**src/rtl/sort3_pkg.sv**
```systemverilog
// Shared types for the sort3 return path: source selects and the perm-code decode table.
package sort3_pkg;

  localparam int PERM_W = 3;
  localparam logic [PERM_W-1:0] PERM_MAX_LEGAL = 3'd5;

  typedef enum logic [1:0] {
    SEL_NO1 = 2'd0,
    SEL_NO2 = 2'd1,
    SEL_NO3 = 2'd2
  } sel_e;

  typedef struct packed {
    sel_e a;
    sel_e b;
    sel_e c;
  } sel_trio_t;

  // Illegal codes map to identity; callers gate on legality separately.
  function automatic sel_trio_t perm_to_sel(input logic [PERM_W-1:0] perm);
    sel_trio_t s;
    case (perm)
      3'd0:    s = '{a: SEL_NO1, b: SEL_NO2, c: SEL_NO3};
      3'd1:    s = '{a: SEL_NO1, b: SEL_NO3, c: SEL_NO2};
      3'd2:    s = '{a: SEL_NO2, b: SEL_NO1, c: SEL_NO3};
      3'd3:    s = '{a: SEL_NO2, b: SEL_NO3, c: SEL_NO1};
      3'd4:    s = '{a: SEL_NO3, b: SEL_NO1, c: SEL_NO2};
      3'd5:    s = '{a: SEL_NO3, b: SEL_NO2, c: SEL_NO1};
      default: s = '{a: SEL_NO1, b: SEL_NO2, c: SEL_NO3};
    endcase
    return s;
  endfunction

endpackage

```
**src/rtl/sort3_unpermute_if.sv**
```systemverilog
// Sorted-triple input stream and restored-triple output stream of sort3_unpermute.
interface sort3_unpermute_if #(parameter int WIDTH = 3);
  import sort3_pkg::*;

  logic              in_valid;
  logic              in_ready;
  logic [WIDTH-1:0]  no1;
  logic [WIDTH-1:0]  no2;
  logic [WIDTH-1:0]  no3;
  logic [PERM_W-1:0] perm;
  logic              out_valid;
  logic              out_ready;
  logic [WIDTH-1:0]  a;
  logic [WIDTH-1:0]  b;
  logic [WIDTH-1:0]  c;

  modport master (
    output in_valid, no1, no2, no3, perm, out_ready,
    input  in_ready, out_valid, a, b, c
  );

  modport slave (
    input  in_valid, no1, no2, no3, perm, out_ready,
    output in_ready, out_valid, a, b, c
  );

endinterface

```
**src/rtl/sort3_perm_decode.sv**
```systemverilog
// Combinational perm-code decoder: three source selects plus a legality flag.
module sort3_perm_decode
  import sort3_pkg::*;
(
  input  logic [PERM_W-1:0] perm,
  output sel_trio_t         sel,
  output logic              legal
);

  assign sel   = perm_to_sel(perm);
  assign legal = (perm <= PERM_MAX_LEGAL);

endmodule

```
**src/rtl/sort3_unpermute.sv**
```systemverilog
// Restores original (a,b,c) order from a sorted triple + perm code; 2-stage valid/ready pipe.
// Optional SORT3_ORDER_CHECK_EN: drop frames not sorted descending and raise sticky order_err.
module sort3_unpermute
  import sort3_pkg::*;
#(
  parameter int WIDTH = 3,
  parameter int CNT_W = 8
) (
  input  logic             clk,
  input  logic             rst,
  sort3_unpermute_if.slave bus,
  output logic             err_pulse,
  output logic [CNT_W-1:0] frame_cnt,
  output logic [CNT_W-1:0] drop_cnt
`ifdef SORT3_ORDER_CHECK_EN
  ,
  output logic             order_err
`endif
);

  sel_trio_t sel;
  logic      code_legal;

  sort3_perm_decode u_dec (
    .perm  (bus.perm),
    .sel   (sel),
    .legal (code_legal)
  );

  // Lane i of the restored triple picks from sorted[] by its select; index 0 is no1.
  logic [2:0][WIDTH-1:0] sorted;
  logic [2:0][WIDTH-1:0] restored;
  sel_e                  lane_sel [3];

  assign sorted      = {bus.no3, bus.no2, bus.no1};
  assign lane_sel[0] = sel.a;
  assign lane_sel[1] = sel.b;
  assign lane_sel[2] = sel.c;

  for (genvar i = 0; i < 3; i++) begin : g_lane
    assign restored[i] = sorted[lane_sel[i]];
  end

  logic unordered;
`ifdef SORT3_ORDER_CHECK_EN
  assign unordered = !((bus.no1 >= bus.no2) && (bus.no2 >= bus.no3));
`else
  assign unordered = 1'b0;
`endif

  logic frame_legal;
  assign frame_legal = code_legal && !unordered;

  logic                  s1_valid, s1_legal;
  logic [2:0][WIDTH-1:0] s1_data;
  logic                  s2_valid;
  logic [2:0][WIDTH-1:0] s2_data;

  logic s2_ready, s1_adv, s1_move, s1_drop;

  assign s2_ready = !s2_valid || bus.out_ready;
  // An illegal S1 frame never waits on S2: it is discarded on the next edge.
  assign s1_adv   = !s1_legal || s2_ready;
  assign s1_move  = s1_valid && s1_legal && s2_ready;
  assign s1_drop  = s1_valid && !s1_legal;

  assign bus.in_ready  = !s1_valid || s1_adv;
  assign bus.out_valid = s2_valid;
  assign bus.a         = s2_data[0];
  assign bus.b         = s2_data[1];
  assign bus.c         = s2_data[2];
  assign err_pulse     = s1_drop;

  always_ff @(posedge clk or posedge rst) begin
    if (rst) begin
      s1_valid <= 1'b0;
      s1_legal <= 1'b0;
      s1_data  <= '0;
      s2_valid <= 1'b0;
      s2_data  <= '0;
    end else begin
      if (bus.in_ready) begin
        s1_valid <= bus.in_valid;
        if (bus.in_valid) begin
          s1_legal <= frame_legal;
          s1_data  <= restored;
        end
      end
      if (s2_ready) begin
        s2_valid <= s1_move;
        if (s1_move) s2_data <= s1_data;
      end
    end
  end

  always_ff @(posedge clk or posedge rst) begin
    if (rst) begin
      frame_cnt <= '0;
      drop_cnt  <= '0;
    end else begin
      if (s2_valid && bus.out_ready) frame_cnt <= frame_cnt + 1'b1;
      if (s1_drop)                   drop_cnt  <= drop_cnt + 1'b1;
    end
  end

`ifdef SORT3_ORDER_CHECK_EN
  logic s1_unord;

  always_ff @(posedge clk or posedge rst) begin
    if (rst) begin
      s1_unord  <= 1'b0;
      order_err <= 1'b0;
    end else begin
      if (bus.in_ready && bus.in_valid) s1_unord <= unordered;
      if (s1_drop && s1_unord)          order_err <= 1'b1;
    end
  end
`endif

endmodule

```
**src/flat_wrapper.sv**
```systemverilog
// flat-port wrapper written by rule: the top's interface ports become plain ports
module sort3_unpermute_flat import sort3_pkg::*;
#(
  parameter int WIDTH = 3,
  parameter int CNT_W = 8
)
  (clk, rst, err_pulse, frame_cnt, drop_cnt, bus_in_valid, bus_no1, bus_no2, bus_no3, bus_perm, bus_out_ready, bus_in_ready, bus_out_valid, bus_a, bus_b, bus_c);
  sort3_unpermute_if #(.WIDTH(WIDTH)) bus_i ();
  input  logic clk;
  input  logic rst;
  output logic err_pulse;
  output logic [CNT_W-1:0] frame_cnt;
  output logic [CNT_W-1:0] drop_cnt;
  input wire logic [$bits(bus_i.in_valid)-1:0] bus_in_valid;
  input wire logic [$bits(bus_i.no1)-1:0] bus_no1;
  input wire logic [$bits(bus_i.no2)-1:0] bus_no2;
  input wire logic [$bits(bus_i.no3)-1:0] bus_no3;
  input wire logic [$bits(bus_i.perm)-1:0] bus_perm;
  input wire logic [$bits(bus_i.out_ready)-1:0] bus_out_ready;
  output wire logic [$bits(bus_i.in_ready)-1:0] bus_in_ready;
  output wire logic [$bits(bus_i.out_valid)-1:0] bus_out_valid;
  output wire logic [$bits(bus_i.a)-1:0] bus_a;
  output wire logic [$bits(bus_i.b)-1:0] bus_b;
  output wire logic [$bits(bus_i.c)-1:0] bus_c;
  assign bus_i.in_valid = bus_in_valid;
  assign bus_i.no1 = bus_no1;
  assign bus_i.no2 = bus_no2;
  assign bus_i.no3 = bus_no3;
  assign bus_i.perm = bus_perm;
  assign bus_i.out_ready = bus_out_ready;
  assign bus_in_ready = bus_i.in_ready;
  assign bus_out_valid = bus_i.out_valid;
  assign bus_a = bus_i.a;
  assign bus_b = bus_i.b;
  assign bus_c = bus_i.c;
  sort3_unpermute #(.WIDTH(WIDTH), .CNT_W(CNT_W)) u_core (.clk(clk), .rst(rst), .bus(bus_i), .err_pulse(err_pulse), .frame_cnt(frame_cnt), .drop_cnt(drop_cnt));
endmodule
```
**config.mk**
```make
export PLATFORM = sky130hd
export DESIGN_NAME = sort3_unpermute_flat
export DESIGN_NICKNAME = d
export VERILOG_FILES = /design/src/rtl/sort3_pkg.sv /design/src/rtl/sort3_unpermute_if.sv /design/src/rtl/sort3_perm_decode.sv /design/src/rtl/sort3_unpermute.sv /design/src/flat_wrapper.sv
export SDC_FILE = /design/constraint.sdc
export NUM_CORES = 1
export LEC_CHECK = 0
export CAP_MARGIN = 20
export CORE_ASPECT_RATIO = 0.9
export CORE_MARGIN = 1
export CORE_UTILIZATION = 45
export DETAILED_ROUTE_END_ITERATION = 6
export HOLD_SLACK_MARGIN = 0.15
export PLACE_DENSITY = 0.73
export SLEW_MARGIN = 20
export SYNTH_ARGS = -nofsm -noshare
export SYNTH_HDL_FRONTEND = slang
export SYNTH_SLANG_ARGS = --single-unit
```
**constraint.sdc**
```tcl
create_clock -name clk -period 2 [get_ports clk]
set_clock_uncertainty 0.15 [all_clocks]
set_input_delay 0.4 -clock clk [delete_from_list [all_inputs] [get_ports clk]]
set_output_delay 0.4 -clock clk [all_outputs]
set_load 0.01 [all_outputs]
```
Word-level counts from Yosys, hierarchy flattened
Index checks and enable logic that the tools add are counted.
Cells by class
  reduce and logical (&&, ||, !) cells: 12
  mux-type cells: 7
  equality and inequality tests: 5
  add/subtract/negate cells: 2
  $lt $le $gt $ge: 4
Operators with widths (number)
  one-hot mux 6 bit (5 select lines): 1
  binary-select mux 3 bit (select 2 bit): 3
  adder 8 x 1 -> 8 bit (second input constant): 2
  < comparator 2 x 3 -> 1 bit (second input constant): 3
  two-way mux 3 bit: 3
  equality test 3 x 2 -> 1 bit (second input constant): 2
  equality test 3 bit (second input constant): 2
  logical AND 1 bit: 4
  AND reduction 2 bit: 2
  equality test 3 x 1 -> 1 bit (second input constant): 1
  less-or-equal comparator 3 bit (second input constant): 1
  zero test 1 bit: 3
  logical OR 1 bit: 3
Word-level totals
  register bits after elaboration: 37
  output and inout bits: 28
  logic and storage cells: 41
  input port bits: 16

Longest topological paths before layout
Gate-level depths: netlist (run 1).
  depth in word-level cells: 5
  depth in mapped cells: 8
  depth with buffers taken out: 6

Modules after synthesis
From an unflattened synthesis (run 1), not the netlist that was laid out.
Second synthesis, totals
  cells, all modules: 137
  area, all modules: 1754.2 µm²
Modules (own cells, without submodules)
  sort3_unpermute: sequential area each 925.9 µm², area each 1699.1 µm², times used 1, cells each 128
  sort3_perm_decode: sequential area each 0.0 µm², area each 55.1 µm², times used 1, cells each 9

Least setup slack after synthesis (run 1)
No wires, ideal clock.
  kind: input to register
  from: input port bus_perm[1]
  to: register u_core.s1_data[6] (netlist bit)
  path buffers: 1
  path slack: 0.067 ns
  data arrival time: 1.658 ns
  stages: 7
  cells stage by stage: buf_6 > inv_1 > ha_1 > nor2_1 > mux2i_1 > o221ai_1 > mux2_2
On the way
  longest elaborated chain between the ends: 4
  elaborated cells between the ends (all ways): 8
  classes of those cells: eq/ne: 5; mux: 3
RTL lines
  start: declaration: line flat_wrapper.sv:18  | input wire logic [$bits(bus_i.perm)-1:0] bus_perm;
  equality test 3 bit (tied with other cells): line sort3_pkg.sv:22  | case (perm)
  one-hot mux 6 bit (5 select lines) *: line sort3_pkg.sv:22
  binary-select mux 3 bit (select 2 bit) *: line sort3_unpermute.sv:41  | assign restored[i] = sorted[lane_sel[i]];
  two-way mux 3 bit (implied by the code) *: line sort3_unpermute.sv:41
  end signal: assignment: line sort3_unpermute.sv:86  | s1_data <= restored;
  end: declaration: line sort3_unpermute.sv:55  | logic [2:0][WIDTH-1:0] s1_data;
Mark *: on every way between the ends. The rest lies on a longest branch, timed or not. The select of a mux whose other input is x is not followed.
A chain may end at the register's enable or synchronous reset.

Worst setup path in the final report (run 1)
Ends and elaborated chain as after synthesis.

==> flow_summary.json, run 1 <==
{
  "worst_setup_path_start_kind": "input port",
  "fin_nets": 261,
  "number_of_hold_violations_in_the_final_report": 0,
  "postSynthCellCount": 174,
  "std_cell_rows": 21,
  "grt_antenna_before_repair": 0,
  "ys.flop_type": "sky130_fd_sc_hd__dfrtp_1",
  "peakVddDrop_uv": 604,
  "maximum_number_of_pins_on_one_net_before_global_route_repair": 38,
  "drc_errors": 0,
  "synth.avg_cell_area_um2": 10.8,
  "grt_pass1_wl_um": 7050,
  "deepest_level_of_the_cts_h_tree": 2,
  "area_growth_syn_to_layout_pct": 38.1,
  "worst_path_cell_trace": "clkdlybuf4s50_1, inv_1, ha_1, nor2_2, mux2i_1, o221ai_1, mux2_2",
  "clock-sinks": 37,
  "overall_global_routing_usage": 0.200,
  "routed_wirelength_um": 4140,
  "crit_family": "buffers and inverters",
  "rsz0062_at_grt": "yes",
  "buffer_ports.inserted": 43,
  "power.share.combinational": 0.354,
  "arrival_ps": 1960,
  "max_freq_mhz": 514,
  "post_synth_most_frequent_cells": "sky130_fd_sc_hd__dfrtp_1 (37), sky130_fd_sc_hd__nand2_1 (17), sky130_fd_sc_hd__mux2_2 (12)",
  "synth.top_cells.by_area": "sky130_fd_sc_hd__dfrtp_1 (49%), sky130_fd_sc_hd__mux2_2 (7.2%), sky130_fd_sc_hd__xnor2_1 (5.1%)",
  "synth_top_area_cell": "sky130_fd_sc_hd__dfrtp_1",
  "worstMarginPinSlew_ps": 459,
  "final_util": 0.670,
  "die_h_um": 63.2,
  "totalNegativeSetupSlack_ps": 0,
  "worst_skew_pair.late_latency_ps": 290,
  "syn_nets": 195,
  "clkSlewWorstSetupHoldPaths_ps": 80,
  "drt-pass1-iter-count": 4,
  "ys_seq_area_frac": 0.494,
  "drive_gt1_frac": 0.203,
  "clockRootBuffer": "sky130_fd_sc_hd__clkbuf_8",
  "floorplan.die_area_mm2": 0.00443,
  "post-route-min-period_ps": 1940,
  "synth-edff-count": 0,
  "num_vias": 1551,
  "synth_async_sr_flop_share": 1.00,
  "detail_route.iter0.violations": 105,
  "cp-end-kind": "flop",
  "p_clk_frac": 0.204,
  "coreArea_mm2": 0.00386,
  "grt_overflow": 0,
  "max_cap_viol_count": 0,
  "outcome": "finished clean",
  "yosys_register_bits": 37,
  "initial_core_util": 0.485,
  "syn-cell-area_mm2": 0.00187,
  "crit_fanout": 2,
  "vias_in_the_first_global_route": 1490,
  "synth_top_cell_area_share": 0.494,
  "cts_buffers": 5,
  "synthesis.yosys.warnings": 0,
  "place.detailed.hpwl_um": 3100,
  "cp_data_required_time_ps": 2020,
  "setup_viol": 0,
  "worst_setup_path_category": "input port to flop",
  "cts_max_path_buffers": 2,
  "synthMostInstantiatedCell": "sky130_fd_sc_hd__dfrtp_1",
  "globalplace.congestion": 0.912,
  "crit_buf_inv": 2,
  "synth_cell_type_count": 37,
  "fp.dieW_um": 70.0,
  "design.portCount": 44,
  "sequential_share_of_power": 0.441,
  "post-route-period-util": 0.972,
  "worst_slew_margin_relative_to_its_limit": 0.694,
  "critPathSlowestCell": "sky130_fd_sc_hd__clkdlybuf4s50_1",
  "worst_hold_path_type": "flop to flop",
  "tritoncts": "done",
  "cell_internal_pwr_w": 0.00180,
  "switching_power_w": 0.000823,
  "final_antenna_net_count": 0,
  "power_leakage_nw": 1.16,
  "slowest_delay_ps": 480,
  "viasPerCell": 5.40,
  "swShare": 0.313,
  "power_density_mw_per_mm2": 1010,
  "avgRoutedWirePerCell_um": 14.4,
  "antenna_cell_count": 0,
  "maxSlewViolCount": 0
}
-- what timing repair did --
| action | in CTS | in global routing |
|---|---|---|
| pin swaps | 0 | 0 |
| hold buffers | 0 | 0 |
| endpoints found under the setup margin | 2 | 3 |
| buffers inserted | 0 | 2 |
| gates resized for setup | 2 | 3 |
| endpoints found under the hold margin | 0 | 0 |
-- cell type report --
cell class / count / area [um2]
Fill cell: 302 / 1270
Sequential cell: 37 / 926
Multi-Input combinational cell: 123 / 886
Timing Repair Buffer: 64 / 589
Clock buffer: 6 / 82.6
Tap cell: 46 / 57.6
Inverter: 9 / 33.8
Clock inverter: 2 / 13.8
-- state kept, by name, indices dropped and copies added, names as in the netlist --
name                  cells
u_core.s1_legal           1
u_core.frame_cnt          8
u_core.drop_cnt           8
u_core.bus.b              3
u_core.s1_data            9
u_core.bus.a              3
u_core.s1_valid           1
u_core.bus.c              3
u_core.bus.out_valid      1
-- metrics by stage --
step                total power (W)  instances  hold slack, ps  area [um2]  worst slack, ps
finish                      0.00263        287             322        2590             55.1
global placement            0.00205        277             310        2460             -245
detailed placement          0.00210        277             314        2460             -261
CTS                         0.00265        285             330        2560             15.3
floorplan                   0.00156        174             293        1870             67.2
global route                0.00280        287             348        2590            -77.4
-- power by group through the flow --
stage          sequential (W)  clock (W)  combinational [W]
2_1_floorplan         0.00122          0           0.000344
3_3_place_gp          0.00115          0           0.000901
3_5_place_dp          0.00117          0           0.000928
4_1_cts               0.00116   0.000560           0.000932
5_1_grt               0.00120   0.000600            0.00100
6_report              0.00116   0.000537           0.000930
-- final timing paths --
check / startpoint / endpoint / slack (ps) / cells after the start
max: bus_perm[1] / u_core.s1_data[6] / 60 / 7
min reg2reg: u_core.drop_cnt[7] / u_core.drop_cnt[7] / 320 / 1
max reg2reg: u_core.s1_valid / u_core.s1_data[8] / 430 / 6
min: u_core.drop_cnt[7] / u_core.drop_cnt[7] / 320 / 1
min in group asynchronous: rst / u_core.drop_cnt[4] / 370 / 3
max in group asynchronous: rst / u_core.s1_data[5] / 1000 / 3
-- cells in the final DEF, fill, tap and decap left out, drive strengths merged, types with 3 or more instances in the layout --
cell type      count
mux2              12
dfrtp             37
mux2i              5
xor2               3
ha                 5
nand2b             3
buf               21
a31oi              4
clkbuf             6
and3               4
inv                9
xnor2             11
o22ai              4
clkdlybuf4s50     41
nand2             17
a21oi             11
nand3              9
nor2               7
o21ai              5
a32oi              3
-- routing by layer --
| metal | share of wire | up-vias | track usage |
|---|---|---|---|
| li1 | - | 751 | - |
| met1 | 0.46 | 748 | 0.274 |
| met2 | 0.48 | 47 | 0.321 |
| met3 | 0.053 | 5 | 0.0464 |
| met4 | 0.0068 | 0 | 0.0475 |
| met5 | 0 | - | 0 |
-- kinds of logic (layout without fill, tap and decap cells) --
logic type,Yosys count,in the layout,share of synthesized area
flip-flops,37,37,0.494
adder cells (fa/ha/maj),5,5,0.0334
buffers and inverters,14,81,0.0407
XOR/XNOR,14,14,0.0654
multiplexers,17,17,0.0988
AND/OR/NAND/NOR,52,52,0.146
AO/OA/AOI/OAI,35,35,0.122
Power figures use the tool's default switching activity.
==> run 2: changes to the inputs <==
--- a/config.mk
+++ b/config.mk
@@ -12,6 +12,7 @@
 export DETAILED_ROUTE_END_ITERATION = 6
 export HOLD_SLACK_MARGIN = 0.15
 export PLACE_DENSITY = 0.73
+export SKIP_CTS_REPAIR_TIMING = 1
 export SLEW_MARGIN = 20
 export SYNTH_ARGS = -nofsm -noshare
 export SYNTH_HDL_FRONTEND = slang
==> flow_summary.json, run 2 (synthesized netlist as in run 1, its figures left out) <==
{
  "floorplan.die_area_mm2": 0.00443,
  "overall_global_routing_usage": 0.200,
  "drc_errors": 0,
  "clockRootBuffer": "sky130_fd_sc_hd__clkbuf_8",
  "design.portCount": 44,
  "slowest_delay_ps": 480,
  "deepest_level_of_the_cts_h_tree": 2,
  "dr_wl_met2_um": 1940,
  "drive_gt1_frac": 0.207,
  "post-route-period-util": 0.949,
  "globalplace.congestion": 0.912,
  "maximum_number_of_pins_on_one_net_before_global_route_repair": 38,
  "cts_max_path_buffers": 2,
  "cts_buffers": 5,
  "cp_data_required_time_ps": 2020,
  "viasPerCell": 5.39,
  "crit_family": "buffers and inverters",
  "clock-sinks": 37,
  "holdWs_ps": 322,
  "outcome": "finished clean",
  "number_of_cells_after_detailed_placement": 277,
  "setup_viol": 0,
  "buffer_ports.inserted": 43,
  "met1_length_um": 1910,
  "detail_route.iter0.violations": 84,
  "drt-pass1-iter-count": 4,
  "worst_setup_path_start_kind": "input port",
  "worst_path_cell_trace": "clkdlybuf4s50_1, inv_1, ha_4, nor2_2, mux2i_1, o221ai_1, mux2_2",
  "worst_hold_path_type": "flop to flop",
  "maxSlewViolCount": 0,
  "final-instance-count-excl-fill": 287,
  "clkSlewWorstSetupHoldPaths_ps": 80,
  "grt_antenna_before_repair": 0,
  "arrival_ps": 1920,
  "grt_pass1_wl_um": 7050,
  "initial_core_util": 0.485,
  "crit_buf_inv": 2,
  "num_vias": 1546,
  "largest_register": "u_core.s1_data",
  "dp_slack_ps": -261,
  "totalNegativeSetupSlack_ps": 0,
  "antenna_cell_count": 0,
  "power_density_mw_per_mm2": 1010,
  "grt_overflow": 0,
  "largest_reg_flops": 9,
  "layout_commonest_cell": "sky130_fd_sc_hd__clkdlybuf4s50_1",
  "number_of_hold_violations_in_the_final_report": 0,
  "nFillCells": 302,
  "routed_length_on_met3_um": 209,
  "coreArea_mm2": 0.00386,
  "crit_fanout": 2,
  "worstMarginPinSlew_ps": 455,
  "cp-end-kind": "flop",
  "worst_skew_pair.late_latency_ps": 290,
  "peakVddDrop_uv": 604,
  "layout_setup_ws_ps": 102,
  "worst_setup_path_category": "input port to flop",
  "worst_slew_margin_relative_to_its_limit": 0.697,
  "max_freq_mhz": 527,
  "routed_wirelength_um": 4110,
  "rrSetupSlack_ps": 420,
  "final_antenna_net_count": 0,
  "vias_in_the_first_global_route": 1490,
  "avgRoutedWirePerCell_um": 14.3,
  "tritoncts": "done",
  "max_cap_viol_count": 0,
  "critPathSlowestCell": "sky130_fd_sc_hd__clkdlybuf4s50_1",
  "top_layer_used": "met4",
  "final_util": 0.672,
  "post-route-min-period_ps": 1900,
  "fp.dieW_um": 70.0,
  "layout.cells.most_common_list": "sky130_fd_sc_hd__clkdlybuf4s50_1 (41), sky130_fd_sc_hd__dfrtp_1 (37), sky130_fd_sc_hd__buf_4 (21)",
  "std_cell_rows": 21,
  "area_growth_syn_to_layout_pct": 38.5,
  "place.detailed.hpwl_um": 3100,
  "biggest_regs": "u_core.s1_data: 9 flops, u_core.drop_cnt: 8 flops, u_core.frame_cnt: 8 flops",
  "fin_nets": 261,
  "power_leakage_nw": 1.16,
  "die_h_um": 63.2,
  "rsz0062_at_grt": "no"
}
## run 2: path summary, 6_finish.rpt
path,startpoint,endpoint,depth (start not counted)
setup / recovery,bus_perm[1],u_core.s1_data[6],7
hold / removal,u_core.drop_cnt[7],u_core.drop_cnt[7],1
setup reg to reg,u_core.s1_valid,u_core.s1_data[8],6
hold reg to reg,u_core.drop_cnt[7],u_core.drop_cnt[7],1
max in group asynchronous,rst,u_core.s1_data[5],3
min in group asynchronous,rst,u_core.drop_cnt[2],3
## run 2: report_power, final
group	leakage, nW	internal, W	switching (W)
Combinational	0.659	0.000567	0.000365
Clock	0.0512	0.000279	0.000258
Sequential	0.453	0.000959	0.000199
Total	1.16	0.00181	0.000822
## run 2: metal layers
layer,GRT usage,vias to the layer above
li1,-,752
met2,0.321,54
met5,0,-
met3,0.0464,11
met1,0.274,729
met4,0.0475,0
## run 2: stage by stage
step | area (um2) | total power, W
after floorplan | 1870 | 0.00156
after global placement | 2460 | 0.00205
after detailed placement | 2460 | 0.00210
after CTS | 2560 | 0.00265
after global routing | 2600 | 0.00280
final | 2600 | 0.00263
## run 2: cell type report
cell class | count | area [um2] | share of cell area
inverters | 9 | 33.8 | 0.0130
clock buffers | 6 | 82.6 | 0.0318
flip-flops and latches | 37 | 926 | 0.357
clock inverters | 2 | 13.8 | 0.00530
multi-input cells | 123 | 890 | 0.343
repair buffers | 64 | 593 | 0.228
well taps | 46 | 57.6 | 0.0222
==> run 3: changes to the inputs <==
--- a/config.mk
+++ b/config.mk
@@ -5,7 +5,6 @@
 export SDC_FILE = /design/constraint.sdc
 export NUM_CORES = 1
 export LEC_CHECK = 0
-export CAP_MARGIN = 20
 export CORE_ASPECT_RATIO = 0.9
 export CORE_MARGIN = 1
 export CORE_UTILIZATION = 45
==> results of run 3 <==
The final DEF is identical to that of run 2; final timing and power are the same.
